==> config.mk <==
export PLATFORM = sky130hd
export DESIGN_NAME = ofmap_bit_packer
export DESIGN_NICKNAME = d
export VERILOG_FILES = /design/src/rtl/ofmap_bit_packer.sv
export SDC_FILE = /design/constraint.sdc
export NUM_CORES = 1
export LEC_CHECK = 0
export BUFFER_PORTS_ARGS = -buffer_cell sky130_fd_sc_hd__buf_2
export CORE_ASPECT_RATIO = 2
export CORE_MARGIN = 2
export CORE_UTILIZATION = 43
export CTS_BUF_LIST = sky130_fd_sc_hd__clkbuf_4 sky130_fd_sc_hd__clkbuf_8 sky130_fd_sc_hd__clkbuf_16
export CTS_CLUSTER_DIAMETER = 50
export DETAILED_ROUTE_END_ITERATION = 6
export GPL_TIMING_DRIVEN = 0
export HOLD_SLACK_MARGIN = 0.02
export PLACE_DENSITY_LB_ADDON = 0.2
export SLEW_MARGIN = 20
export SYNTH_ARGS = -nofsm -noshare
export SYNTH_HDL_FRONTEND = slang
export SYNTH_SLANG_ARGS = --single-unit
==> constraint.sdc <==
create_clock -name clk -period 2.7 [get_ports clk]
set_input_delay 0.54 -clock clk [delete_from_list [all_inputs] [get_ports clk]]
set_output_delay 0.54 -clock clk [all_outputs]
set_load 0.02 [all_outputs]
==> src/rtl/ofmap_bit_packer.sv <==
// Packs 1-bit activations into DATA_WIDTH-bit BRAM words with a per-bit write mask.
// Optional OFMAP_POPCOUNT_EN adds o_ones_count, which counts the accepted ones.
module ofmap_bit_packer #(
   parameter int DATA_WIDTH      = 32,
   parameter int BIT_ADDR_WIDTH  = 12,
   parameter int WORD_ADDR_WIDTH = BIT_ADDR_WIDTH - $clog2(DATA_WIDTH)
) (
   input  logic                       clk,
   input  logic                       rst_n,
   input  logic                       i_data,
   input  logic [BIT_ADDR_WIDTH-1:0]  i_addr,
   input  logic                       i_valid,
   input  logic                       i_last,
   output logic                       bram_we,
   output logic [WORD_ADDR_WIDTH-1:0] bram_addr,
   output logic [DATA_WIDTH-1:0]      bram_wdata,
   output logic [DATA_WIDTH-1:0]      bram_wmask,
   output logic                       o_done,
`ifdef OFMAP_POPCOUNT_EN
   output logic [BIT_ADDR_WIDTH:0]    o_ones_count,
`endif
   output logic [WORD_ADDR_WIDTH:0]   o_word_count
);

   localparam int BP_W = $clog2(DATA_WIDTH);

   typedef enum logic [1:0] {S_RUN, S_FLUSH, S_DONE} state_t;

   state_t                     state;
   logic                       hv;
   logic                       clr_pend;
   logic [WORD_ADDR_WIDTH-1:0] held_addr;
   logic [DATA_WIDTH-1:0]      held_data;
   logic [DATA_WIDTH-1:0]      held_mask;

   logic [WORD_ADDR_WIDTH-1:0] wa;
   logic [BP_W-1:0]            bp;
   logic [DATA_WIDTH-1:0]      bit_oh;
   logic [DATA_WIDTH-1:0]      load_data;
   logic [DATA_WIDTH-1:0]      merge_data;
   logic [DATA_WIDTH-1:0]      merge_mask;
   logic                       accept;
   logic                       miss;
   logic                       top_bit;
   logic                       emit;
   logic [WORD_ADDR_WIDTH-1:0] emit_addr;
   logic [DATA_WIDTH-1:0]      emit_data;
   logic [DATA_WIDTH-1:0]      emit_mask;
   logic [WORD_ADDR_WIDTH:0]   wc_base;
   logic [WORD_ADDR_WIDTH:0]   wc_next;

   always_comb begin
      wa         = i_addr[BIT_ADDR_WIDTH-1:BP_W];
      bp         = i_addr[BP_W-1:0];
      bit_oh     = DATA_WIDTH'(1) << bp;
      load_data  = i_data ? bit_oh : '0;
      accept     = i_valid && (state == S_RUN);
      miss       = hv && (wa != held_addr);
      top_bit    = &bp;
      merge_data = ((hv ? held_data : '0) & ~bit_oh) | load_data;
      merge_mask = (hv ? held_mask : '0) | bit_oh;

      // A new word address flushes the old word first; the new top bit then only reloads.
      emit      = 1'b0;
      emit_addr = held_addr;
      emit_data = held_data;
      emit_mask = held_mask;
      if (accept) begin
         if (miss) begin
            emit = 1'b1;
         end else if (top_bit) begin
            emit      = 1'b1;
            emit_addr = wa;
            emit_data = merge_data;
            emit_mask = merge_mask;
         end
      end else if (state == S_FLUSH) begin
         emit = hv;
      end

      wc_base = (accept && clr_pend) ? '0 : o_word_count;
      wc_next = (emit && (wc_base != '1)) ? wc_base + (WORD_ADDR_WIDTH+1)'(1) : wc_base;
   end

`ifdef OFMAP_POPCOUNT_EN
   logic [BIT_ADDR_WIDTH:0] ones_base;
   always_comb begin
      ones_base = (accept && clr_pend) ? '0 : o_ones_count;
   end

   always_ff @(posedge clk or negedge rst_n) begin
      if (!rst_n) begin
         o_ones_count <= '0;
      end else if (accept) begin
         o_ones_count <= (i_data && (ones_base != '1)) ?
                         ones_base + (BIT_ADDR_WIDTH+1)'(1) : ones_base;
      end
   end
`endif

   always_ff @(posedge clk or negedge rst_n) begin
      if (!rst_n) begin
         state        <= S_RUN;
         hv           <= 1'b0;
         clr_pend     <= 1'b0;
         held_addr    <= '0;
         held_data    <= '0;
         held_mask    <= '0;
         bram_we      <= 1'b0;
         bram_addr    <= '0;
         bram_wdata   <= '0;
         bram_wmask   <= '0;
         o_done       <= 1'b0;
         o_word_count <= '0;
      end else begin
         bram_we      <= emit;
         o_done       <= 1'b0;
         o_word_count <= wc_next;
         if (emit) begin
            bram_addr  <= emit_addr;
            bram_wdata <= emit_data;
            bram_wmask <= emit_mask;
         end
         case (state)
            S_RUN: begin
               if (accept) begin
                  clr_pend <= 1'b0;
                  if (miss) begin
                     held_addr <= wa;
                     held_data <= load_data;
                     held_mask <= bit_oh;
                  end else if (top_bit) begin
                     hv <= 1'b0;
                  end else begin
                     hv        <= 1'b1;
                     held_addr <= wa;
                     held_data <= merge_data;
                     held_mask <= merge_mask;
                  end
               end
               if (i_last) state <= S_FLUSH;
            end
            S_FLUSH: begin
               hv    <= 1'b0;
               state <= S_DONE;
            end
            S_DONE: begin
               o_done   <= 1'b1;
               clr_pend <= 1'b1;
               state    <= S_RUN;
            end
            default: state <= S_RUN;
         endcase
      end
   end

endmodule

==> run_results.csv <==
group,metric,value,unit
timing,fin_skew,0.00678,ns
synthesis,synth_edf_count,0,
floorplanning,floorplan.initialDensity,0.438,
floorplanning,pin_count,98,
layout,syn2layout_area_growth,18.8,%
worst_setup_path,critical_path_buf_inv_count,2,
clock_network,root_buffer,"clkbuf_16",
synthesis,yosys_warnings,0,
synthesis,netlist.area_leader.share,0.532,
worst_setup_path,critical_path_class,"flip-flop to flip-flop",
clock_network,clockBufferDepth,2,
synthesis,synth_cells,728,
synthesis,synth_nets,746,
clock_network,cts_buffers,17,
timing,fin_crit_sh,0.955,
clock_network,clk_latency,0.43,ns
global_routing,grt_pass1_vias,6289,
worst_setup_path,slowest_stage,"o41ai_1",
timing,final.min_clock_period,2.58,ns
floorplanning,rows,67,
floorplanning,core-area,16800,um2
layout,final_common_cell,"dfrtp_1",
synthesis,netlist_top_cells_area,"dfrtp_1 53%, o21ai_0 5.0%, nand3_1 4.8%",
routing,wl_per_cell,21.1,um
global_routing,grt_pass1_wl,35.0,mm
worst_setup_path,r2r_start,"state[0]",
layout,post_route_cells_drive_above_1_share,0.228,
routing,vias_per_cell,5.90,
placement,postPlaceCellArea,8110,um2
timing,tightest_slew,1.10,ns
routing,drtPass1Iterations,5,
floorplanning,die_h,189,um
timing,fmax,0.388,GHz
synthesis,syn_avg_cell_area,10.1,um2
worst_hold_path,hp-class,"primary input to asynchronous set/reset pin",
timing,setup_violations,0,
global_routing,grt.total_usage,0.254,
clock_network,cts_tree,"built",
routing,drc_errors,0,
pwr,power_density,774,nW/um2
layout,fin_nets,861,
floorplanning,chipWidth,96.4,um
synthesis,synth_area_leader_cell,"dfrtp_1",
floorplanning,dieArea,18200,um2
clock_network,clk_pin_slew,0.06,ns
synthesis,synth_cell_types,59,
synthesis,ys_ff_latch,156,
worst_setup_path,endpoint_kind,"flip-flop",
clock_network,hold_buffers,0,
pwr,power.total,6.74,mW
synthesis,async_reset_ff_frac,1.00,
synthesis,syn_area,7340,um2
routing,drt_wl_total,22.4,mm
clock_network,clock-sinks,156,
layout,finalInstanceArea,8720,um2
layout,mostFrequentLayoutCells,"156 x dfrtp_1, 115 x buf_2, 82 x nand2_1",
pwr,vdd_ir_drop_max,391,uV
timing,finalHoldViolCount,0,
global_routing,antenna_found_initial,0,
placement,port_buffers,94,
timing,setup_tns,0,ns
clock_network,cts_max_level,4,
worst_setup_path,cpPeakStageDelay,0.85,ns
flow_run,drv_cap,0,
placement,hpwlAfterDp,16.5,mm
global_routing,gr-total-overflow,0,
worst_setup_path,cp-start-kind,"flip-flop",
global_routing,grt_max_degree,99,
timing,slew_violations,0,
layout,diodes,0,
worst_setup_path,path_max_fanout,10,
worst_setup_path,cp_top_family,"compound AO/OA/AOI/OAI gates",
worst_setup_path,crit_chain,"or3b_1 -> buf_2 -> clkbuf_1 -> o41ai_1 -> o21ai_0",
worst_setup_path,crit-reg2reg-capture,"bram_wdata[14]",
synthesis,ys_seq_area_frac,0.532,
synthesis,synth_flop_cell,"dfrtp_1",
status,status,"finished, final reports clean",
routing,antenna_left,0,
worst_setup_path,r2r_slack,0.12,ns
pwr,leakagePower,3.86,nW
worst_setup_path,required,2.96,ns
layout,fin_util,0.520,
timing,slew_headroom,0.267,
routing,dr_total_vias,6262,
worst_setup_path,reg2regPathDepth,5,
placement,gp_congestion,0.942,
timing,rsz0062_at_grt,"false",
layout,final_cells,1061,
placement,place_inst,1030,
worst_setup_path,crit_arrival,2.84,ns
routing,drtIter0Drc,396,
==> stage by stage <==
stage / worst slack (ns) / hold WS (ns)
2_1_floorplan: 0.105 / 0.244
3_3_place_gp: -1.15 / 0.466
3_5_place_dp: -0.577 / 0.471
4_1_cts: 0.0383 / 0.0471
5_1_grt: 0.0430 / 0.0731
6_report: 0.121 / 0.0405
==> synth_stat cells (all sizes together) (3+ instances only) <==
cell type	count
o2bb2ai	37
nor2	14
inv	30
nor2b	6
a21oi	18
or2	3
nand2	83
mux2i	8
mux2	10
nor3b	5
buf	35
dfrtp	156
and3	6
o22ai	25
o41ai	13
o211ai	3
a21o	4
nor3	13
nand3	70
a31oi	9
o21ai	86
clkbuf	32
a221o	5
a221oi	24
xor2	4
xnor2	4
==> cell families (layout without fill, tap and decap cells) <==
kind of cell | Yosys count | after routing | synth area share
buffers and inverters | 98 | 224 | 0.0588
xor gates and xnor gates | 8 | 8 | 0.00955
DFF | 156 | 156 | 0.532
muxes | 18 | 18 | 0.0263
AOI/OAI and AO/OA | 235 | 235 | 0.229
and+or+nand+nor | 212 | 212 | 0.143
adders and majority gates | 1 | 1 | 0.00171
==> worst max-delay path by stage <==
stage | startpoint | endpoint | depth (start not counted) | slack, ns
3_5_place_dp | i_valid | o_word_count[3] | 11 | -0.58
4_1_cts | state[0] | o_word_count[3] | 10 | 0.04
5_1_grt | state[0] | o_word_count[3] | 10 | 0.04
3_3_place_gp | rst_n | bram_wmask[23] | 1 | -1.15
2_1_floorplan | i_valid | o_word_count[3] | 10 | 0.11
6_report | state[0] | bram_wdata[14] | 5 | 0.12
==> area by class of cell <==
class	instances	area, um2
fill	1584	8050
sequential	156	3900
multi-input combinational	474	3040
timing repair buffer	96	515
clock buffer	19	447
buffer	67	313
tap	207	259
clock inverter	11	123
inverter	31	119
==> state kept, by name, summed over array words and instances, names as in the netlist <==
| signal | cells |
|---|---|
| held_mask | 32 |
| o_done | 1 |
| bram_wdata | 32 |
| bram_addr | 7 |
| hv | 1 |
| held_addr | 7 |
| state | 2 |
| held_data | 32 |
| bram_we | 1 |
| bram_wmask | 32 |
| clr_pend | 1 |
| o_word_count | 8 |
==> per-layer routing <==
metal / track usage / up-vias / part of all wire / wire length [um]
met1: 0.295 / 3140 / 0.39 / 8620
met2: 0.460 / 182 / 0.55 / 12200
met4: 0.0867 / 0 / 0.026 / 576
li1: - / 2903 / - / -
met5: 0 / - / 0 / 0
met3: 0.0420 / 37 / 0.041 / 923
==> report_power, final <==
part | switching, mW | internal [mW] | total, mW
combinational | 1.16 | 0.530 | 1.69
sequential | 0.150 | 2.57 | 2.72
clock | 0.960 | 1.38 | 2.34
total | 2.27 | 4.48 | 6.74
==> repair_timing <==
item	CTS	global route
setup endpoints to repair	4	2
setup buffers	0	1
gates resized for setup	3	2
pin swaps	0	1
gates cloned	0	0
Note: power is estimated with default switching activity, not from simulation.
